$ cat src/rtl/blake2_msg_streamer_if.sv
// Bundles the command, input byte stream, core load/digest and output ports of blake2_msg_streamer.
// The master modport is the host/core side and the slave modport is the streamer.
interface blake2_msg_streamer_if #(
  parameter int unsigned NN_W  = 7,
  parameter int unsigned LEN_W = 32,
  parameter int unsigned BB    = 128
);
  localparam int unsigned CIDX_W = $clog2(BB);

  logic              cmd_v_i;
  logic              cmd_ready_o;
  logic [NN_W-1:0]   cmd_kk_i;
  logic [NN_W-1:0]   cmd_nn_i;
  logic [LEN_W-1:0]  cmd_len_i;
  logic              in_v_i;
  logic              in_ready_o;
  logic [7:0]        in_data_i;
  logic [NN_W-1:0]   core_kk_o;
  logic [NN_W-1:0]   core_nn_o;
  logic [BB-1:0]     core_ll_o;
  logic              core_block_first_o;
  logic              core_block_last_o;
  logic              core_data_v_o;
  logic [CIDX_W-1:0] core_data_idx_o;
  logic [7:0]        core_data_o;
  logic              core_ready_v_i;
  logic              core_h_v_i;
  logic [7:0]        core_h_i;
  logic              out_v_o;
  logic [7:0]        out_data_o;
  logic              out_last_o;
  logic              busy_o;
  logic              err_o;

  modport master (
    output cmd_v_i, cmd_kk_i, cmd_nn_i, cmd_len_i, in_v_i, in_data_i,
           core_ready_v_i, core_h_v_i, core_h_i,
    input  cmd_ready_o, in_ready_o, core_kk_o, core_nn_o, core_ll_o,
           core_block_first_o, core_block_last_o, core_data_v_o, core_data_idx_o,
           core_data_o, out_v_o, out_data_o, out_last_o, busy_o, err_o
  );

  modport slave (
    input  cmd_v_i, cmd_kk_i, cmd_nn_i, cmd_len_i, in_v_i, in_data_i,
           core_ready_v_i, core_h_v_i, core_h_i,
    output cmd_ready_o, in_ready_o, core_kk_o, core_nn_o, core_ll_o,
           core_block_first_o, core_block_last_o, core_data_v_o, core_data_idx_o,
           core_data_o, out_v_o, out_data_o, out_last_o, busy_o, err_o
  );
endinterface

$ cat src/rtl/blake2_msg_streamer.sv
// Feeds key/message bytes to a blake2 core as zero-padded, first/last-flagged blocks,
// then forwards the core's digest stream (minus its leading dummy byte) as a framed output.
module blake2_msg_streamer #(
  parameter int unsigned BLOCK_BYTES = 64,
  parameter int unsigned W           = 64,
  parameter int unsigned BB          = 128,
  parameter int unsigned NN_W        = 7,
  parameter int unsigned LEN_W       = 32
) (
  input logic                  clk,
  input logic                  reset,
  blake2_msg_streamer_if.slave bus
);
  localparam int unsigned IDX_W  = $clog2(BLOCK_BYTES);
  localparam int unsigned CIDX_W = $clog2(BB);

  typedef enum logic [2:0] {S_IDLE, S_LOAD, S_GAP, S_BWAIT, S_RESULT} state_e;

  state_e            state_q, state_d;
  logic [NN_W-1:0]   kk_q, kk_d, nn_q, nn_d, h_cnt_q, h_cnt_d;
  logic [BB-1:0]     ll_q, ll_d;
  logic [LEN_W-1:0]  msg_rem_q, msg_rem_d;
  logic [IDX_W-1:0]  idx_q, idx_d;
  logic              first_q, first_d, last_q, last_d, key_blk_q, key_blk_d;
  logic              data_v_q, data_v_d;
  logic [CIDX_W-1:0] data_idx_q, data_idx_d;
  logic [7:0]        data_q, data_d, out_data_q, out_data_d;
  logic              out_v_q, out_v_d, out_last_q, out_last_d;
  logic              err_q, err_d, busy_q, busy_d, cmd_ready_q, cmd_ready_d;
  logic              byte_due_c;

  // A source byte is due while inside the key span of the key block or while message bytes remain.
  assign byte_due_c = key_blk_q ? (NN_W'(idx_q) < kk_q) : (msg_rem_q != '0);

  always_comb begin
    state_d    = state_q;
    kk_d       = kk_q;
    nn_d       = nn_q;
    ll_d       = ll_q;
    h_cnt_d    = h_cnt_q;
    msg_rem_d  = msg_rem_q;
    idx_d      = idx_q;
    first_d    = first_q;
    last_d     = last_q;
    key_blk_d  = key_blk_q;
    data_v_d   = 1'b0;
    data_idx_d = data_idx_q;
    data_d     = data_q;
    out_v_d    = 1'b0;
    out_data_d = out_data_q;
    out_last_d = 1'b0;
    err_d      = 1'b0;

    case (state_q)
      S_IDLE: begin
        if (bus.cmd_v_i && cmd_ready_q) begin
          if (bus.cmd_nn_i == '0 || bus.cmd_nn_i > NN_W'(W) || bus.cmd_kk_i > NN_W'(W)) begin
            err_d = 1'b1;
          end else begin
            kk_d      = bus.cmd_kk_i;
            nn_d      = bus.cmd_nn_i;
            ll_d      = BB'(bus.cmd_len_i) + ((bus.cmd_kk_i != '0) ? BB'(BLOCK_BYTES) : BB'(0));
            msg_rem_d = bus.cmd_len_i;
            key_blk_d = (bus.cmd_kk_i != '0);
            first_d   = 1'b1;
            last_d    = 1'b0;
            state_d   = S_BWAIT;
          end
        end
      end
      S_BWAIT: begin
        if (bus.core_ready_v_i) begin
          idx_d   = '0;
          last_d  = key_blk_q ? (msg_rem_q == '0) : (msg_rem_q <= LEN_W'(BLOCK_BYTES));
          state_d = S_LOAD;
        end
      end
      S_LOAD: begin
        // Pad bytes never stall; source bytes wait for in_v_i.
        if (!byte_due_c || bus.in_v_i) begin
          data_v_d   = 1'b1;
          data_idx_d = CIDX_W'(idx_q);
          data_d     = byte_due_c ? bus.in_data_i : 8'h00;
          if (byte_due_c && !key_blk_q && msg_rem_q != '0) msg_rem_d = msg_rem_q - LEN_W'(1);
          idx_d = idx_q + IDX_W'(1);
          if (idx_q == IDX_W'(BLOCK_BYTES - 1)) begin
            key_blk_d = 1'b0;
            h_cnt_d   = '0;
            state_d   = last_q ? S_RESULT : S_GAP;
          end
        end
      end
      S_GAP: begin
        first_d = 1'b0;
        state_d = S_BWAIT;
      end
      S_RESULT: begin
        // The first digest beat is a dummy; the following nn beats are forwarded.
        if (bus.core_h_v_i) begin
          h_cnt_d = h_cnt_q + NN_W'(1);
          if (h_cnt_q != '0) begin
            out_v_d    = 1'b1;
            out_data_d = bus.core_h_i;
            if (h_cnt_q == nn_q) begin
              out_last_d = 1'b1;
              state_d    = S_IDLE;
            end
          end
        end
      end
      default: state_d = S_IDLE;
    endcase

    busy_d      = (state_d != S_IDLE) || out_last_d;
    cmd_ready_d = (state_d == S_IDLE) && !out_last_d;
  end

  always_ff @(posedge clk or posedge reset) begin
    if (reset) begin
      state_q     <= S_IDLE;
      kk_q        <= '0;
      nn_q        <= '0;
      ll_q        <= '0;
      h_cnt_q     <= '0;
      msg_rem_q   <= '0;
      idx_q       <= '0;
      first_q     <= 1'b0;
      last_q      <= 1'b0;
      key_blk_q   <= 1'b0;
      data_v_q    <= 1'b0;
      data_idx_q  <= '0;
      data_q      <= '0;
      out_v_q     <= 1'b0;
      out_data_q  <= '0;
      out_last_q  <= 1'b0;
      err_q       <= 1'b0;
      busy_q      <= 1'b0;
      cmd_ready_q <= 1'b0;
    end else begin
      state_q     <= state_d;
      kk_q        <= kk_d;
      nn_q        <= nn_d;
      ll_q        <= ll_d;
      h_cnt_q     <= h_cnt_d;
      msg_rem_q   <= msg_rem_d;
      idx_q       <= idx_d;
      first_q     <= first_d;
      last_q      <= last_d;
      key_blk_q   <= key_blk_d;
      data_v_q    <= data_v_d;
      data_idx_q  <= data_idx_d;
      data_q      <= data_d;
      out_v_q     <= out_v_d;
      out_data_q  <= out_data_d;
      out_last_q  <= out_last_d;
      err_q       <= err_d;
      busy_q      <= busy_d;
      cmd_ready_q <= cmd_ready_d;
    end
  end

  assign bus.cmd_ready_o        = cmd_ready_q;
  assign bus.in_ready_o         = (state_q == S_LOAD) && byte_due_c;
  assign bus.core_kk_o          = kk_q;
  assign bus.core_nn_o          = nn_q;
  assign bus.core_ll_o          = ll_q;
  assign bus.core_block_first_o = first_q;
  assign bus.core_block_last_o  = last_q;
  assign bus.core_data_v_o      = data_v_q;
  assign bus.core_data_idx_o    = data_idx_q;
  assign bus.core_data_o        = data_q;
  assign bus.out_v_o            = out_v_q;
  assign bus.out_data_o         = out_data_q;
  assign bus.out_last_o         = out_last_q;
  assign bus.busy_o             = busy_q;
  assign bus.err_o              = err_q;
endmodule
$ cat src/flat_wrapper.sv
// flat-port wrapper written by rule: the top's interface ports become plain ports
module blake2_msg_streamer_flat 
#(
  parameter int unsigned BLOCK_BYTES = 64,
  parameter int unsigned W           = 64,
  parameter int unsigned BB          = 128,
  parameter int unsigned NN_W        = 7,
  parameter int unsigned LEN_W       = 32
)
  (clk, reset, bus_cmd_v_i, bus_cmd_kk_i, bus_cmd_nn_i, bus_cmd_len_i, bus_in_v_i, bus_in_data_i, bus_core_ready_v_i, bus_core_h_v_i, bus_core_h_i, bus_cmd_ready_o, bus_in_ready_o, bus_core_kk_o, bus_core_nn_o, bus_core_ll_o, bus_core_block_first_o, bus_core_block_last_o, bus_core_data_v_o, bus_core_data_idx_o, bus_core_data_o, bus_out_v_o, bus_out_data_o, bus_out_last_o, bus_busy_o, bus_err_o);
  blake2_msg_streamer_if #(.NN_W(NN_W), .LEN_W(LEN_W), .BB(BB)) bus_i ();
  input logic clk;
  input logic reset;
  input wire logic [$bits(bus_i.cmd_v_i)-1:0] bus_cmd_v_i;
  input wire logic [$bits(bus_i.cmd_kk_i)-1:0] bus_cmd_kk_i;
  input wire logic [$bits(bus_i.cmd_nn_i)-1:0] bus_cmd_nn_i;
  input wire logic [$bits(bus_i.cmd_len_i)-1:0] bus_cmd_len_i;
  input wire logic [$bits(bus_i.in_v_i)-1:0] bus_in_v_i;
  input wire logic [$bits(bus_i.in_data_i)-1:0] bus_in_data_i;
  input wire logic [$bits(bus_i.core_ready_v_i)-1:0] bus_core_ready_v_i;
  input wire logic [$bits(bus_i.core_h_v_i)-1:0] bus_core_h_v_i;
  input wire logic [$bits(bus_i.core_h_i)-1:0] bus_core_h_i;
  output wire logic [$bits(bus_i.cmd_ready_o)-1:0] bus_cmd_ready_o;
  output wire logic [$bits(bus_i.in_ready_o)-1:0] bus_in_ready_o;
  output wire logic [$bits(bus_i.core_kk_o)-1:0] bus_core_kk_o;
  output wire logic [$bits(bus_i.core_nn_o)-1:0] bus_core_nn_o;
  output wire logic [$bits(bus_i.core_ll_o)-1:0] bus_core_ll_o;
  output wire logic [$bits(bus_i.core_block_first_o)-1:0] bus_core_block_first_o;
  output wire logic [$bits(bus_i.core_block_last_o)-1:0] bus_core_block_last_o;
  output wire logic [$bits(bus_i.core_data_v_o)-1:0] bus_core_data_v_o;
  output wire logic [$bits(bus_i.core_data_idx_o)-1:0] bus_core_data_idx_o;
  output wire logic [$bits(bus_i.core_data_o)-1:0] bus_core_data_o;
  output wire logic [$bits(bus_i.out_v_o)-1:0] bus_out_v_o;
  output wire logic [$bits(bus_i.out_data_o)-1:0] bus_out_data_o;
  output wire logic [$bits(bus_i.out_last_o)-1:0] bus_out_last_o;
  output wire logic [$bits(bus_i.busy_o)-1:0] bus_busy_o;
  output wire logic [$bits(bus_i.err_o)-1:0] bus_err_o;
  assign bus_i.cmd_v_i = bus_cmd_v_i;
  assign bus_i.cmd_kk_i = bus_cmd_kk_i;
  assign bus_i.cmd_nn_i = bus_cmd_nn_i;
  assign bus_i.cmd_len_i = bus_cmd_len_i;
  assign bus_i.in_v_i = bus_in_v_i;
  assign bus_i.in_data_i = bus_in_data_i;
  assign bus_i.core_ready_v_i = bus_core_ready_v_i;
  assign bus_i.core_h_v_i = bus_core_h_v_i;
  assign bus_i.core_h_i = bus_core_h_i;
  assign bus_cmd_ready_o = bus_i.cmd_ready_o;
  assign bus_in_ready_o = bus_i.in_ready_o;
  assign bus_core_kk_o = bus_i.core_kk_o;
  assign bus_core_nn_o = bus_i.core_nn_o;
  assign bus_core_ll_o = bus_i.core_ll_o;
  assign bus_core_block_first_o = bus_i.core_block_first_o;
  assign bus_core_block_last_o = bus_i.core_block_last_o;
  assign bus_core_data_v_o = bus_i.core_data_v_o;
  assign bus_core_data_idx_o = bus_i.core_data_idx_o;
  assign bus_core_data_o = bus_i.core_data_o;
  assign bus_out_v_o = bus_i.out_v_o;
  assign bus_out_data_o = bus_i.out_data_o;
  assign bus_out_last_o = bus_i.out_last_o;
  assign bus_busy_o = bus_i.busy_o;
  assign bus_err_o = bus_i.err_o;
  blake2_msg_streamer #(.BLOCK_BYTES(BLOCK_BYTES), .W(W), .BB(BB), .NN_W(NN_W), .LEN_W(LEN_W)) u_core (.clk(clk), .reset(reset), .bus(bus_i));
endmodule
$ cat config.mk
export PLATFORM = sky130hd
export DESIGN_NAME = blake2_msg_streamer_flat
export DESIGN_NICKNAME = d
export VERILOG_FILES = /design/src/rtl/blake2_msg_streamer_if.sv /design/src/rtl/blake2_msg_streamer.sv /design/src/flat_wrapper.sv
export SDC_FILE = /design/constraint.sdc
export NUM_CORES = 1
export LEC_CHECK = 0
export CORE_MARGIN = 2
export CORE_UTILIZATION = 43
export DETAILED_ROUTE_END_ITERATION = 8
export PLACE_DENSITY = 0.87
export SYNTH_ARGS = -nofsm -noshare
export SYNTH_HDL_FRONTEND = slang
export SYNTH_SLANG_ARGS = --single-unit
$ cat constraint.sdc
create_clock -name clk -period 4.52 [get_ports clk]
set_input_delay 0.904 -clock clk [delete_from_list [all_inputs] [get_ports clk]]
set_output_delay 0.904 -clock clk [all_outputs]
set_load 0.01 [all_outputs]
Word level (Yosys, flattened, before mapping)
Cells that the tools add are included.
{ "word_totals": {"ff_bits": 221, "out_inout_bits": 174, "in_bits": 68, "wordCells": 125} }
{ "op_classes": {"n_lt_le_gt_ge": 4, "bitwise": 1, "n_reduce_logical": 34, "eq_ne": 13, "addsub": 4, "muxes": 50} }
{ "ops": {"columns": ["operator", "n"], "rows": [
  ["32-bit by 128-bit adder with 128-bit output", 1],
  ["32-bit 2-to-1 mux", 4],
  ["32-bit one-hot mux with 2 select lines", 1],
  ["32-bit by 7-bit <= comparator with 1-bit output (second input constant)", 1],
  ["32-bit zero test", 1],
  ["32-bit nonzero test", 1],
  ["32-bit by 1-bit subtractor with 32-bit output (second input constant)", 1],
  ["7-bit 2-to-1 mux", 4],
  ["3-bit 2-to-1 mux", 9],
  ["1-bit 2-to-1 mux", 23],
  ["3-bit one-hot mux with 5 select lines", 1],
  ["7-bit greater-than comparator (second input constant)", 2],
  ["7-bit one-hot mux with 2 select lines", 1],
  ["7-bit nonzero test", 2],
  ["6-bit 2-to-1 mux", 2],
  ["6-bit one-hot mux with 2 select lines", 1],
  ["3-bit AND reduction", 4],
  ["5-bit AND reduction", 2],
  ["2-bit nonzero test", 5],
  ["8-bit 2-to-1 mux", 1],
  ["2-bit by 1-bit inequality test with 1-bit output (second input constant)", 4],
  ["4-bit AND reduction", 2],
  ["7-bit by 1-bit adder with 7-bit output (second input constant)", 1],
  ["7-bit == test", 1],
  ["16 further kinds", 31]
]} }

Depth between registers and ports, before layout
Gate-level depths: netlist (run 1).
{ "depth": {"depth_word": 8, "ltp_mapped": 10, "ltp_nobuf": 9} }

Least setup slack after synthesis (run 1)
Ideal clock, no wire load.
{ "synth_path": {"kind": "input-to-reg", "from": "input bus_cmd_kk_i[3]", "to": "register u_core.ll_q[30], in the netlist u_core.bus.core_ll_o[30]", "t_required_ps": 4437, "path_stages": 10, "slack_ps": 1373, "arrival_ps": 3065, "cell_sequence": "or4_1 or4_1 ha_1 ha_1 and2_1 buf_2 nand4_1 nor3_1 xnor2_1 o21ai_0"} }
{ "synth_via": {"elab_chain_len": 4, "elab_cells_between_ends": 7, "cone_classes": "1 x add/sub; 1 x order compare; 1 x mux; 1 x bitwise; 3 x reduce/logical"} }
{ "synth_lines": {"columns": ["item", "line_no", "source"], "rows": [
  ["start: declaration", "flat_wrapper.sv:15", "input wire logic [$bits(bus_i.cmd_kk_i)-1:0] bus_cmd_kk_i;"],
  ["branches (longest 4 deep; another with 32-bit by 128-bit adder with 128-bit output)", null, null],
  ["end signal: assignment", "blake2_msg_streamer.sv:143", "ll_q <= ll_d;"],
  ["end: declaration", "blake2_msg_streamer.sv:21", "logic [BB-1:0] ll_q, ll_d;"]
]} }
Parallel ways; which one is timed is not known.
A chain may end at the register's enable or synchronous reset.

Worst setup path after layout (run 1)
{ "layout_path": {"from": "register u_core.msg_rem_q[0]", "to": "output bus_in_ready_o"} }
{ "layout_via": {"elab_chain_len": 3} }
{ "layout_lines": {"columns": ["item", "line_no", "source"], "rows": [
  ["start: declaration", "blake2_msg_streamer.sv:22", "logic [LEN_W-1:0] msg_rem_q, msg_rem_d;"],
  ["start signal: assignment", "blake2_msg_streamer.sv:145", "msg_rem_q <= msg_rem_d;"],
  ["32-bit nonzero test", "blake2_msg_streamer.sv:33", "assign byte_due_c = key_blk_q ? (NN_W'(idx_q) < kk_q) : (msg_rem_q != '0);"],
  ["1-bit 2-to-1 mux", "blake2_msg_streamer.sv:33", null],
  ["1-bit logical AND", "blake2_msg_streamer.sv:163", "assign bus.in_ready_o = (state_q == S_LOAD) && byte_due_c;"],
  ["end: declaration", "flat_wrapper.sv:24", "output wire logic [$bits(bus_i.in_ready_o)-1:0] bus_in_ready_o;"]
]} }
Every way passes these cells.

==> results of run 1 <==
[worst paths after layout]
check,endpoint,from
setup reg to reg,u_core.msg_rem_q[0],u_core.msg_rem_q[0]
hold reg to reg,u_core.bus.core_ll_o[7],u_core.bus.core_ll_o[7]
hold / removal,u_core.bus.core_ll_o[7],u_core.bus.core_ll_o[7]
setup / recovery,bus_in_ready_o,u_core.msg_rem_q[0]
min in group asynchronous,u_core.bus.out_data_o[6],reset
max in group asynchronous,u_core.bus.core_ll_o[15],reset
[cells in the mapped netlist (all sizes together) (4+ instances only)]
library cell,number,area (um^2)
a22oi,4,35.0
a211o,7,70.1
or4,8,60.1
a31oi,14,87.6
o211ai,13,103
and3,10,62.6
a21oi,20,111
ha,11,138
buf,117,863
mux2,16,180
clkbuf,20,75.1
and4,7,61.3
or2,5,31.3
xor2,19,166
nor4,17,155
nand2,128,488
and2,8,50.1
nand4,15,93.8
inv,22,82.6
xnor2,15,131
mux2i,5,50.1
a22o,12,105
dfrtp,126,3150
nor3,9,55.1
nand2b,4,25.0
o21ai,58,302
o211a,4,40.0
nor2,35,134
nand3,29,155
o31ai,5,51.3
or3,9,56.3
[routing by layer]
layer,global-route usage,part of all wire
met4,0.0891,0.021
met3,0.0470,0.079
met1,0.265,0.40
met5,0,0
met2,0.343,0.50
[power by group]
| part | leakage (nW) | switching, mW | internal [mW] |
|---|---|---|---|
| clock network | 0.277 | 0.485 | 0.857 |
| registers | 1.60 | 0.225 | 1.29 |
| logic | 2.24 | 0.413 | 0.367 |
| total | 4.11 | 1.12 | 2.52 |
[final cells by class]
cell class | count | share of cell area
multi-input cells | 626 | 0.400
flip-flops and latches | 126 | 0.337
repair buffers | 152 | 0.162
clock buffers | 23 | 0.0522
well taps | 225 | 0.0301
clock inverters | 6 | 0.00910
inverters | 22 | 0.00910
[worst register-to-register path, delay by kind of cell (launching register included)]
kind	cells	cell delay (ns)
adder cells (fa/ha/maj)	1	0.25
buffers and inverters	1	0.07
AND/OR/NAND/NOR	4	0.87
AO/OA/AOI/OAI	2	1.24
flip-flops	1	0.45
[state kept, by name, indices dropped and copies added, names as in the netlist, 3 cells and up]
signal and cells:
u_core.idx_q 6, u_core.bus.core_nn_o 7, u_core.state_q 3, u_core.bus.core_data_idx_o 6, u_core.msg_rem_q 32, u_core.h_cnt_q 7
u_core.bus.core_ll_o 33, u_core.bus.core_kk_o 7, u_core.bus.out_data_o 8, u_core.bus.core_data_o 8
[kinds of logic (layout without fill, tap and decap cells)]
kind of cell / Yosys count / in the layout / share of synthesized area
adder cells (fa/ha/maj): 12 / 12 / 0.0195
multiplexers: 21 / 21 / 0.0304
buffers and inverters: 159 / 203 / 0.135
AND/OR/NAND/NOR: 293 / 293 / 0.199
AO/OA/AOI/OAI: 170 / 170 / 0.159
flip-flops: 126 / 126 / 0.417
XOR/XNOR: 34 / 34 / 0.0394
other: 1 / 96 / 0.000496
[stage by stage]
step / cells / instance area [um^2]
2_1_floorplan: 911 / 7920
3_3_place_gp: 1151 / 8780
3_5_place_dp: 1151 / 8780
4_1_cts: 1180 / 9350
5_1_grt: 1180 / 9350
6_report: 1180 / 9350
==> impl_metrics.csv, run 1 <==
group,metric,value,unit
power_and_ir_drop,p_total,3.64,mW
sta,period_needed,3.58,ns
placement,gp_congestion,0.866,
synthesis,synth_cells,816,
setup_path,end_kind,"primary output",
sta,fin_tns_setup,0,ns
global_routing,antenna_found_initial,0,
final_layout,insertedDiodeCount,0,
synthesis,synth-warning-count,0,
sta,worst_pin_slew,1.07,ns
setup_path,worstSetupPathType,"reg2out",
final_layout,fill_cells,1507,
final_layout,final_common_cell,"clkdlybuf4s50_1",
placement,hpwl,13.8,mm
die,rows,48,
clocking,clkSlewWorstSetupHoldPaths,0.05,ns
sta,rsz0062_at_grt,"false",
setup_path,critical_path_buf_inv_count,2,
setup_path,crit_family,"buffers and inverters",
die,pin_count,242,
sta,worst_slack,0.936,ns
clocking,cts_max_level,4,
route,viasPerCell,5.44,
sta,clock_skew,0.00569,ns
global_routing,grt_max_degree,92,
setup_path,regToRegSetupSlack,1.52,ns
power_and_ir_drop,vdd_drop_max,0.308,mV
final_layout,drive_gt1_frac,0.0817,
clocking,numCtsBuffers,17,
sta,hold-worst-slack,0.475,ns
placement,io_buffers,145,
route,drc,0,
sta,drv_slew,0,
sta,setup_viol,0,
route,drtIter0Drc,603,
sta,relSlewSlack,0.287,
final_layout,multi_input_area,3740,um^2
synthesis,synth_edf_count,0,
sta,min_period_over_period,0.793,
global_routing,track_usage,0.209,
die,core-area,17200,um^2
synthesis,ys_ff_latch,126,
global_routing,grt_overflow,0,
clocking,clock_latency,0.43,ns
final_layout,syn_to_final_growth,23.7,%
status,status,"completed",
final_layout,mostFrequentLayoutCells,"clkdlybuf4s50_1 (145), nand2_1 (127), dfrtp_1 (126)",
route,routedWlPerCell,16.4,um
setup_path,worstPathArrival,2.68,ns
clocking,cts_resized,0,
synthesis,syn_avg_cell_area,9.27,um^2
clocking,postCtsSetupBuffers,0,
clocking,cts.path.max_buffers,2,
die,initial_core_util,0.439,
die,dieArea,18700,um^2
sta,max_freq,279,MHz
flow_run,drv_cap,0,
power_and_ir_drop,p_leak,4.11,nW
placement,pre_cts_ws,0.634,ns
global_routing,grt_pass1_vias,6068,
route,antenna_left,0,
global_routing,grt_pass1_wl,30.5,mm
setup_path,crit_path_start_kind,"flop",
final_layout,final-seq-area,3150,um^2
sta,hold_viol_final,0,
clocking,holdBufCountCts,0,
synthesis,syn_area,7560,um^2
setup_path,path_cells,"inv_1 -> ha_1 -> nor4b_1 -> and4_1 -> a211o_1 -> nor2_1 -> clkdlybuf4s50_1",
final_layout,fin_nets,1024,
power_and_ir_drop,pwr_density_cell,389,nW/um^2
setup_path,worstPathMaxFanout,5,
setup_path,cp.depth,7,
setup_path,crit_required,3.62,ns
synthesis,yosysUniqueCellTypes,78,
hold_path,min_path_type,"reg2reg",
setup_path,ff2ff_path_depth,8,
final_layout,final_core_util,0.543,
synthesis,synth-seq-area-share,0.417,
clocking,clock_sinks,126,
die,die_h,137,um
route,vias,6417,
setup_path,worst_path_max_delay_cell,"clkdlybuf4s50_1",
hold_path,whs_path_depth,2,
die,die_x,137,um
route,drt-total-wl,19.3,mm
route,first_pass_iters,7,
clocking,cts_root_buffer,"clkbuf_16",
synthesis,async_flop_share,1.00,
synthesis,synth_top_flop_cell,"dfrtp_1",
clocking,cts_tree,"yes",
setup_path,max_stage_delay,0.59,ns
No activity file was read; power rests on OpenSTA's default activity.
==> run 2: changes to the inputs <==
Clock period 4.52 ns to 3.1 ns, I/O delays scaled along.
==> run 2 against run 1 <==
Against the previous run:
- worst hold slack about the same
- die area unchanged
- global-route usage increased by 0.35 points
- cell area increased by 3.1%
- critical path depth increased by 3
- core utilization increased by 1.7 points
- sequential power increased by 45%
- combinational power increased by 58%
- sequential cell count unchanged
- setup slack got worse by 0.83 ns
- register-to-register slack got worse by 1.1 ns
- wire length increased by 3.3%
- critical path type is now in2reg
==> impl_metrics.csv, run 2 (synthesis results as in run 1) <==
group,metric,value,unit
status,status,"completed",
final_layout,final_common_cell,"clkdlybuf4s50_1",
global_routing,grt_overflow,0,
setup_path,worstPathMaxFanout,6,
hold_path,whs_path_depth,2,
sta,worst_pin_slew,0.545,ns
global_routing,track_usage,0.212,
route,first_pass_iters,5,
final_layout,fin_nets,1050,
die,dieArea,18700,um^2
setup_path,worstSetupPathType,"in2reg",
setup_path,worst_path_max_delay_cell,"or4_4",
setup_path,path_common_cell,"or4_4",
sta,relSlewSlack,0.634,
route,routedWlPerCell,16.5,um
sta,setup_viol,0,
placement,gp_congestion,0.866,
setup_path,end_kind,"flop",
die,die_x,137,um
route,drtIter0Drc,648,
sta,clock_skew,0.0107,ns
sta,drv_slew,0,
placement,io_buffers,145,
sta,fin_tns_setup,0,ns
clocking,clock_sinks,126,
setup_path,crit_required,3.39,ns
die,pin_count,242,
setup_path,crit_family,"simple AND/OR/NAND/NOR gates",
power_and_ir_drop,vdd_drop_max,0.431,mV
sta,hold_viol_final,0,
route,drt-total-wl,20.0,mm
power_and_ir_drop,p_leak,4.26,nW
route,antenna_left,0,
clocking,cts.path.max_buffers,2,
final_layout,largest_reg_flops,33,
setup_path,worstPathArrival,3.28,ns
setup_path,crit_path_start_kind,"input port",
setup_path,max_stage_delay,0.56,ns
final_layout,multi_input_area,3760,um^2
global_routing,grt_pass1_vias,6121,
sta,rsz0062_at_grt,"false",
setup_path,cp.depth,10,
clocking,cts_tree,"yes",
die,initial_core_util,0.439,
global_routing,grt_max_degree,96,
hold_path,min_path_type,"reg2reg",
clocking,cts_max_level,4,
die,core-area,17200,um^2
clocking,cts_root_buffer,"clkbuf_16",
route,vias,6533,
route,viasPerCell,5.40,
clocking,clkSlewWorstSetupHoldPaths,0.06,ns
setup_path,ff2ff_path_depth,9,
global_routing,antenna_found_initial,0,
sta,max_freq,334,MHz
die,die_h,137,um
final_layout,final-seq-area,3150,um^2
clocking,numCtsBuffers,17,
final_layout,syn_to_final_growth,27.5,%
clocking,clock_latency,0.42,ns
sta,period_needed,2.99,ns
setup_path,critical_path_buf_inv_count,2,
final_layout,drive_gt1_frac,0.114,
final_layout,fill_cells,1435,
power_and_ir_drop,p_total,5.56,mW
final_layout,mostFrequentLayoutCells,"clkdlybuf4s50_1 (144), nand2_1 (127), dfrtp_1 (126)",
placement,hpwl,14.2,mm
flow_run,drv_cap,0,
route,drc,0,
power_and_ir_drop,pwr_density_cell,577,nW/um^2
final_layout,insertedDiodeCount,0,
die,rows,48,
setup_path,path_cells,"clkdlybuf4s50_1 -> or4_4 -> or4_4 -> ha_2 -> ha_1 -> and2_4 -> nand4_1 -> buf_4 -> xor2_1 -> o21ai_0",
global_routing,grt_pass1_wl,31.1,mm
sta,min_period_over_period,0.965,
[run 2: worst register-to-register path, stage by stage (launching register included)]
cell	delay [ns]
dfrtp_1	0.39
inv_1	0.08
ha_1	0.23
nor4b_1	0.17
and4_1	0.26
a211o_4	0.38
or3_1	0.51
buf_4	0.27
a31oi_1	0.21
a21oi_1	0.06
[run 2: repair_timing]
| item | 4_1_cts | 5_1_grt |
|---|---|---|
| gates resized for setup | 1 | 5 |
| setup buffers | 0 | 1 |
| endpoints found under the hold margin | 0 | 0 |
| endpoints found under the setup margin | 2 | 5 |
| hold buffers | 0 | 0 |
| pin swaps | 1 | 1 |
[run 2: stage by stage]
stage	std cells	worst slack, ns	utilization	hold WS [ns]	cell area [um^2]
2_1_floorplan	911	0.237	-	0.500	7920
3_3_place_gp	1176	-0.345	0.522	0.457	8990
3_5_place_dp	1176	-0.455	0.522	0.463	8990
4_1_cts	1208	0.00386	0.558	0.478	9620
5_1_grt	1209	0.0489	0.559	0.486	9640
6_report	1209	0.108	0.559	0.475	9640
[run 2: final cells by class]
cell class              instances  share of cell area
well taps                     225              0.0292
repair buffers                178               0.180
multi-input cells             626               0.390
flip-flops and latches        126               0.327
clock buffers                  19              0.0459
inverters                      22             0.00895
clock inverters                13              0.0195
[run 2: power by group]
| group | leakage (nW) | switching, mW | internal, mW |
|---|---|---|---|
| clock network | 0.288 | 0.761 | 1.37 |
| registers | 1.60 | 0.320 | 1.88 |
| logic | 2.38 | 0.631 | 0.599 |
[run 2: worst paths after layout]
kind | startpoint | to | slack [ns]
setup / recovery | bus_cmd_kk_i[3] | u_core.bus.core_ll_o[20] | 0.11
setup reg to reg | u_core.msg_rem_q[1] | u_core.msg_rem_q[4] | 0.45
max in group asynchronous | reset | u_core.bus.out_v_o | 1.97
min in group asynchronous | reset | u_core.bus.core_ll_o[15] | 0.71
hold reg to reg | u_core.bus.core_ll_o[6] | u_core.bus.core_ll_o[6] | 0.47
hold / removal | u_core.bus.core_ll_o[6] | u_core.bus.core_ll_o[6] | 0.47
[run 2: per-layer routing]
layer	GRT usage	vias up	routed length (um)
li1	-	3010	-
met1	0.267	3184	8050
met2	0.353	301	9980
met3	0.0504	38	1500
met4	0.0828	0	449
met5	0	-	0
==> run 3: changes to the inputs <==
Settings changed: ABC_CLOCK_PERIOD_IN_PS from default to 3100.
==> results of run 3 <==
Final layout, timing and power as in run 2 (identical DEF).
